===== src/rtl/imem_boot_loader_pkg.sv =====
// Shared definitions for the instruction-memory boot loader: FSM state
// encoding, header field layout and the release-delay counter width.
package mips_boot_pkg;

  // Loader FSM states; ST_CHECK is only reachable when the checksum
  // word is part of the stream.
  typedef enum logic [2:0] {
    ST_IDLE   = 3'd0,
    ST_HEADER = 3'd1,
    ST_LOAD   = 3'd2,
    ST_CHECK  = 3'd3,
    ST_HOLD   = 3'd4,
    ST_RUN    = 3'd5,
    ST_ERROR  = 3'd6
  } boot_state_e;

  // Stream words are 32 bits wide.
  localparam int WORD_W = 32;

  // The word count sits in the low bits of the header word.
  localparam int HDR_CNT_LSB = 0;

  // The count field is one bit wider than the address so that a full
  // memory (2**addr_w words) can be requested.
  function automatic int hdr_cnt_w(input int addr_w);
    return addr_w + 1;
  endfunction

  // Release-delay counter width; covers hold lengths up to 15 cycles.
  localparam int HOLD_CNT_W = 4;

endpackage


===== src/rtl/imem_boot_loader_if.sv =====
// Valid/ready word stream feeding the boot loader. The master side is the
// program source, the slave side is the loader.
interface imem_boot_loader_if;
  logic        in_valid;
  logic [31:0] in_data;
  logic        in_ready;

  modport master (output in_valid, output in_data, input in_ready);
  modport slave  (input in_valid, input in_data, output in_ready);
endinterface


===== src/rtl/imem_boot_loader_checksum.sv =====
// Running 32-bit sum of loaded instruction words (wraps modulo 2^32).
module boot_checksum_acc (
  input  logic        clk,
  input  logic        clear,
  input  logic        add_en,
  input  logic [31:0] data,
  output logic [31:0] sum
);

  // Clear has priority so a new header always starts from zero.
  always_ff @(posedge clk) begin
    if (clear) begin
      sum <= '0;
    end else if (add_en) begin
      sum <= sum + data;
    end
  end

endmodule


===== src/rtl/imem_boot_loader.sv =====
// Streams a program (header word N, then N instruction words) into
// instruction memory while holding the core in reset, then releases the
// core so it fetches from PC 0.
// Optional feature: define IMEM_BOOT_CHECKSUM_EN to require a trailing
// checksum word equal to the 32-bit sum of the instruction words.
module imem_boot_loader
  import mips_boot_pkg::*;
#(
  parameter int ADDR_WIDTH = 8,
  parameter int RST_HOLD   = 4
) (
  input  logic                  clk,
  input  logic                  rst,
  input  logic                  boot_start,
  imem_boot_loader_if.slave     up,
  output logic                  mem_we,
  output logic [ADDR_WIDTH-1:0] mem_addr,
  output logic [31:0]           mem_wdata,
  output logic                  core_rst,
  output logic                  done,
  output logic                  error
);

  localparam int HDR_CNT_W = hdr_cnt_w(ADDR_WIDTH);
  localparam logic [HDR_CNT_W-1:0] DEPTH = HDR_CNT_W'(1) << ADDR_WIDTH;

  boot_state_e            state;
  logic [ADDR_WIDTH-1:0]  cnt;
  logic [ADDR_WIDTH-1:0]  last_idx;
  logic [HOLD_CNT_W-1:0]  hold_cnt;

  logic                   xfer;
  logic [HDR_CNT_W-1:0]   hdr_n;
  logic                   hdr_bad;

  assign xfer  = up.in_valid && up.in_ready;
  assign hdr_n = up.in_data[HDR_CNT_LSB +: HDR_CNT_W];
  // Reject empty programs, programs larger than the memory, and headers
  // with stray bits above the count field.
  assign hdr_bad = (hdr_n == '0) || (hdr_n > DEPTH) ||
                   (up.in_data[WORD_W-1:HDR_CNT_W] != '0);

`ifdef IMEM_BOOT_CHECKSUM_EN
  logic [31:0] acc_sum;

  boot_checksum_acc u_acc (
    .clk    (clk),
    .clear  (rst || (state == ST_HEADER && xfer)),
    .add_en (state == ST_LOAD && xfer),
    .data   (up.in_data),
    .sum    (acc_sum)
  );
`endif

  // Loader FSM: all outputs are registered alongside the state.
  always_ff @(posedge clk) begin
    if (rst) begin
      state       <= ST_IDLE;
      up.in_ready <= 1'b0;
      mem_we      <= 1'b0;
      mem_addr    <= '0;
      mem_wdata   <= '0;
      core_rst    <= 1'b1;
      done        <= 1'b0;
      error       <= 1'b0;
      cnt         <= '0;
      last_idx    <= '0;
      hold_cnt    <= '0;
    end else begin
      // Write strobe is a single-cycle pulse following each LOAD transfer.
      mem_we <= 1'b0;
      case (state)
        ST_IDLE: begin
          if (boot_start) begin
            state       <= ST_HEADER;
            up.in_ready <= 1'b1;
          end
        end
        ST_HEADER: begin
          if (xfer) begin
            if (hdr_bad) begin
              state       <= ST_ERROR;
              up.in_ready <= 1'b0;
              error       <= 1'b1;
            end else begin
              state    <= ST_LOAD;
              cnt      <= '0;
              // For a full-depth load the low bits of N are zero, so this
              // still yields the top address.
              last_idx <= hdr_n[ADDR_WIDTH-1:0] - ADDR_WIDTH'(1);
            end
          end
        end
        ST_LOAD: begin
          if (xfer) begin
            mem_we    <= 1'b1;
            mem_addr  <= cnt;
            mem_wdata <= up.in_data;
            cnt       <= cnt + ADDR_WIDTH'(1);
            if (cnt == last_idx) begin
`ifdef IMEM_BOOT_CHECKSUM_EN
              state <= ST_CHECK;
`else
              state       <= ST_HOLD;
              up.in_ready <= 1'b0;
              hold_cnt    <= '0;
`endif
            end
          end
        end
`ifdef IMEM_BOOT_CHECKSUM_EN
        ST_CHECK: begin
          if (xfer) begin
            up.in_ready <= 1'b0;
            if (up.in_data == acc_sum) begin
              state    <= ST_HOLD;
              hold_cnt <= '0;
            end else begin
              state <= ST_ERROR;
              error <= 1'b1;
            end
          end
        end
`endif
        ST_HOLD: begin
          // The first HOLD cycle coincides with the final write strobe, so
          // counting to RST_HOLD leaves RST_HOLD cycles of reset after it.
          if (hold_cnt == HOLD_CNT_W'(RST_HOLD)) begin
            state    <= ST_RUN;
            core_rst <= 1'b0;
            done     <= 1'b1;
          end else begin
            hold_cnt <= hold_cnt + HOLD_CNT_W'(1);
          end
        end
        ST_RUN: begin
          if (boot_start) begin
            state       <= ST_HEADER;
            up.in_ready <= 1'b1;
            core_rst    <= 1'b1;
            done        <= 1'b0;
          end
        end
        ST_ERROR: begin
          // Sticky until rst.
        end
        default: begin
          state       <= ST_IDLE;
          up.in_ready <= 1'b0;
          core_rst    <= 1'b1;
          done        <= 1'b0;
        end
      endcase
    end
  end

endmodule


===== src/flat_wrapper.sv =====
// flat-port wrapper written by rule: the top's interface ports become plain ports
module imem_boot_loader_flat import mips_boot_pkg::*;
#(
  parameter int ADDR_WIDTH = 8,
  parameter int RST_HOLD   = 4
)
  (clk, rst, boot_start, mem_we, mem_addr, mem_wdata, core_rst, done, error, up_in_valid, up_in_data, up_in_ready);
  imem_boot_loader_if up_i ();
  input  logic clk;
  input  logic rst;
  input  logic boot_start;
  output logic mem_we;
  output logic [ADDR_WIDTH-1:0] mem_addr;
  output logic [31:0] mem_wdata;
  output logic core_rst;
  output logic done;
  output logic error;
  input wire logic [$bits(up_i.in_valid)-1:0] up_in_valid;
  input wire logic [$bits(up_i.in_data)-1:0] up_in_data;
  output wire logic [$bits(up_i.in_ready)-1:0] up_in_ready;
  assign up_i.in_valid = up_in_valid;
  assign up_i.in_data = up_in_data;
  assign up_in_ready = up_i.in_ready;
  imem_boot_loader #(.ADDR_WIDTH(ADDR_WIDTH), .RST_HOLD(RST_HOLD)) u_core (.clk(clk), .rst(rst), .boot_start(boot_start), .up(up_i), .mem_we(mem_we), .mem_addr(mem_addr), .mem_wdata(mem_wdata), .core_rst(core_rst), .done(done), .error(error));
endmodule

===== config.mk =====
export PLATFORM = sky130hd
export DESIGN_NAME = imem_boot_loader_flat
export DESIGN_NICKNAME = d
export VERILOG_FILES = /design/src/rtl/imem_boot_loader_pkg.sv /design/src/rtl/imem_boot_loader_if.sv /design/src/rtl/imem_boot_loader_checksum.sv /design/src/rtl/imem_boot_loader.sv /design/src/flat_wrapper.sv
export SDC_FILE = /design/constraint.sdc
export NUM_CORES = 1
export LEC_CHECK = 0
export CAP_MARGIN = 10
export CELL_PAD_IN_SITES_DETAIL_PLACEMENT = 0
export CELL_PAD_IN_SITES_GLOBAL_PLACEMENT = 2
export CORE_AREA = 4 4 112 114
export CTS_CLUSTER_DIAMETER = 120
export DETAILED_ROUTE_END_ITERATION = 6
export DIE_AREA = 0 0 116 118
export GPL_TIMING_DRIVEN = 1
export PLACE_DENSITY = 0.76
export SYNTH_ARGS = -nofsm -noshare
export SYNTH_HDL_FRONTEND = slang
export SYNTH_SLANG_ARGS = --single-unit

===== constraint.sdc =====
create_clock -name clk -period 2.45 [get_ports clk]
set_clock_uncertainty 0.1 [all_clocks]
set_input_delay 0.49 -clock clk [delete_from_list [all_inputs] [get_ports clk]]
set_output_delay 0.49 -clock clk [all_outputs]
set_load 0.01 [all_outputs]

==> run summary <==
========================================================================================
Result of the run ......................................................... complete, no violations
Layout cells sized above 1 ................................................        16.2%
Fin Setup TNS .............................................................         0 ns
Number of buffers inserted during clock tree synthesis ....................            9
Setup repair after global routing missed its margin .......................        false
Worst Setup End Kind ......................................................     register
Number of buffer cells added on primary ports .............................           80
Syn_nets ..................................................................          414
Die Outline Area ..........................................................    13700 um2
Number of enable-type register cells in the synthesized netlist ...........            0
Sum of internal, switching and leakage power ..............................      2.99 mW
Sequential cell area ......................................................     1360 um2
Met3 usage ................................................................        5.09%
XOR/XNOR Fraction of Synth Area ...........................................        4.59%
Main combinational cell family by area after synthesis .................... simple AND/OR/NAND/NOR gates
Final RePlAce weighted congestion .........................................        0.789
Post-synthesis mux area share .............................................       0.984%
Initial cell density of the core ..........................................        26.7%
Count of clock tree sinks .................................................           68
Number of instances in the synthesized netlist ............................          374
Average cell area after synthesis .........................................     8.16 um2
Clock slew at the register clock pins of the worst setup and hold paths ...      0.05 ns
Met1 demand-to-capacity share in global routing ...........................        17.6%
Maximum number of pins on one net before global-route repair ..............           36
Max-cap check violation count .............................................            0
Die H .....................................................................       118 um
First drt pass iteration count ............................................            4
Row count .................................................................           39
Total power density per cell area .........................................   641 nW/um2
Data required time at the worst endpoint ..................................      2.57 ns
Via-to-Cell Ratio .........................................................         4.63
Flop and latch count out of synthesis .....................................           68
Via count of the first global-routing pass ................................         2928
First-iteration detailed-routing DRC count ................................          105
Data arrival time of the critical path ....................................      2.45 ns
Leading cell types in the layout, fill and taps excluded .................. 100 x sky130_fd_sc_hd__nand2_1, 76 x sky130_fd_sc_hd__clkdlybuf4s50_1, 68 x sky130_fd_sc_hd__dfxtp_1
Boundary Pins .............................................................           81
Half-perimeter wire length after placement ................................      6440 um
Sequential area share after synthesis .....................................        44.6%
WL per Instance ...........................................................      14.2 um
Most common cell after layout, fill and taps aside ........................ sky130_fd_sc_hd__nand2_1
Post-detailed-routing wire length .........................................      8950 um
Count of H-tree levels built during CTS ...................................            3
Final setup viols .........................................................            0
Wire length of the first global-routing pass ..............................     14700 um
Met2 track demand over resource ...........................................        20.3%
Total track usage .........................................................        13.5%
Type of the setup path with the least slack ...............................    in -> reg
Peak VDD IR ...............................................................   0.000356 V
DRC errors left ...........................................................            0
Tightest Pin Transition ...................................................     0.435 ns
Antenna violations before repair ..........................................            1
Core area .................................................................    11400 um2
Portion of the clock cycle consumed by the worst path in the final layout .        95.0%
Mapped Area ...............................................................     3050 um2
F_max .....................................................................      430 MHz
Async set or reset register ratio after synthesis .........................           0%
Buffer levels on the longest clock path ...................................            2
Clock root buffer ......................................................... sky130_fd_sc_hd__clkbuf_16
Layout overhead on the synthesized area ...................................        52.6%
Die width .................................................................       116 um
Simple-gate portion of the synthesized area ...............................        25.6%
Worst slew margin relative to its limit ...................................        70.9%
Final count of hold timing violations .....................................            0
GR peak layer .............................................................         met2
Total congestion overflow after global routing ............................            0
CTS tree ..................................................................        built
Library cells used by synthesis ...........................................           45
Hold_buf cts ..............................................................            0
Number of fill cells ......................................................         1158
Fraction of the mapped netlist area in adder cells ........................        1.64%
Ys flop type .............................................................. sky130_fd_sc_hd__dfxtp_1
Classification of the worst-slack hold path ...............................   reg -> reg
Multi-input gate area .....................................................     1610 um2
Critical path launch point type ...........................................    input pin
Nets ......................................................................          523
Final max-slew violation count ............................................            0
Fraction of the mapped netlist area in compound gates .....................        18.4%
Top fanout value on the critical path .....................................            5
Leakage power summed over all cells .......................................      1.66 nW
Post-layout minimum cycle time ............................................      2.33 ns
Number of antenna-violating nets in the routed design .....................            0
Vias after detailed routing ...............................................         2929
Skew-Pair Late Insertion Delay ............................................      0.33 ns
Number of warnings printed during yosys synthesis .........................            0
========================================================================================
-- worst max-delay path, cell delays in order --
cell and delay (ns):
sky130_fd_sc_hd__clkdlybuf4s50_1 0.43, sky130_fd_sc_hd__nor4_1 0.33, sky130_fd_sc_hd__nand4_1 0.24, sky130_fd_sc_hd__a2111oi_4 0.32, sky130_fd_sc_hd__buf_4 0.18, sky130_fd_sc_hd__buf_12 0.11, sky130_fd_sc_hd__nor3b_1 0.04, sky130_fd_sc_hd__o31a_1 0.29
-- Yosys cell counts (2+ instances only) --
master	count	area, um2
sky130_fd_sc_hd__xnor2_1	4	35.0
sky130_fd_sc_hd__nor3b_1	6	45.0
sky130_fd_sc_hd__nand4_1	3	18.8
sky130_fd_sc_hd__dfxtp_1	68	1360
sky130_fd_sc_hd__o22a_1	2	17.5
sky130_fd_sc_hd__o21ai_0	3	15.0
sky130_fd_sc_hd__xor2_1	12	105
sky130_fd_sc_hd__buf_6	2	22.5
sky130_fd_sc_hd__o21a_1	3	22.5
sky130_fd_sc_hd__nor2_1	27	101
sky130_fd_sc_hd__o31a_1	2	17.5
sky130_fd_sc_hd__ha_1	4	50.1
sky130_fd_sc_hd__buf_1	2	7.51
sky130_fd_sc_hd__nand3_1	10	50.1
sky130_fd_sc_hd__nor4_1	7	43.8
sky130_fd_sc_hd__inv_1	8	30.0
sky130_fd_sc_hd__a211oi_2	8	100
sky130_fd_sc_hd__nand2b_1	5	31.3
sky130_fd_sc_hd__a211oi_1	2	15.0
sky130_fd_sc_hd__clkbuf_1	17	63.8
sky130_fd_sc_hd__a21oi_1	48	240
sky130_fd_sc_hd__nand2_1	100	375
sky130_fd_sc_hd__mux2i_1	3	30.0
sky130_fd_sc_hd__nor3_1	7	35.0
-- area by class of cell --
cell class                 count  share of cell area, %
clock buffer                  11                   5.21
timing repair buffer         120                   24.9
sequential                    68                   29.2
inverter                       8                  0.644
antenna                        1                 0.0537
clock inverter                 5                   1.61
tap                          143                   3.84
multi-input combinational    276                   34.5
-- timing repair --
action                     CTS  global route
cloned                       1             0
resized for setup            5             5
pin swaps                    2             3
setup endpoints to repair   12            14
setup buffers                6             0
-- power breakdown --
| part | internal, mW | total [mW] | switching [mW] |
|---|---|---|---|
| Sequential | 1.14 | 1.18 | 0.0376 |
| Combinational | 0.222 | 0.435 | 0.213 |
| Clock | 0.913 | 1.38 | 0.463 |
-- kinds of logic after synthesis --
kind of cell / count (synthesis)
AO/OA/AOI/OAI: 81
XOR/XNOR: 16
adder cells (fa/ha/maj): 4
buffers and inverters: 30
flip-flops: 68
multiplexers: 3
AND/OR/NAND/NOR: 172
-- final timing paths --
check,startpoint,end,slack [ns],cells after the start
worst max-delay path,up_in_data[22],u_core.cnt[2],0.12,8
worst max register to register,u_core.state[2],u_core.cnt[2],0.33,7
worst min register to register,u_core.mem_addr[5],u_core.mem_addr[5],0.35,2
worst min-delay path,u_core.mem_addr[5],u_core.mem_addr[5],0.35,2
-- per-layer routing --
layer	vias to the layer above	part of all wire [%]	wire length, um
met5	-	0	0
met1	1354	47	4170
li1	1501	-	-
met4	0	1.8	161
met2	63	46	4080
met3	11	6.1	543
-- registers in the layout (all words and copies together) (netlist names) --
name,count
u_core.cnt,8
u_core.error,1
u_core.done,1
u_core.mem_wdata,32
u_core.mem_we,1
u_core.state,3
u_core.hold_cnt,4
u_core.up.in_ready,1
u_core.core_rst,1
u_core.last_idx,8
u_core.mem_addr,8
-- per-stage QoR --
stage / instances / instance area (um2) / utilization (%) / hold WS (ns) / setup slack [ns]
finish: 632 / 4660 / 40.8 / 0.349 / 0.122
global route: 632 / 4660 / 40.8 / 0.375 / 0.0140
CTS: 631 / 4640 / 40.6 / 0.354 / 0.0108
detailed placement: 609 / 4220 / 36.9 / 0.346 / -0.428
global placement: 609 / 4220 / 36.9 / 0.342 / -0.376
floorplan: 374 / 3050 / - / 0.350 / 0.137
Note: power is estimated with default switching activity, not from simulation.
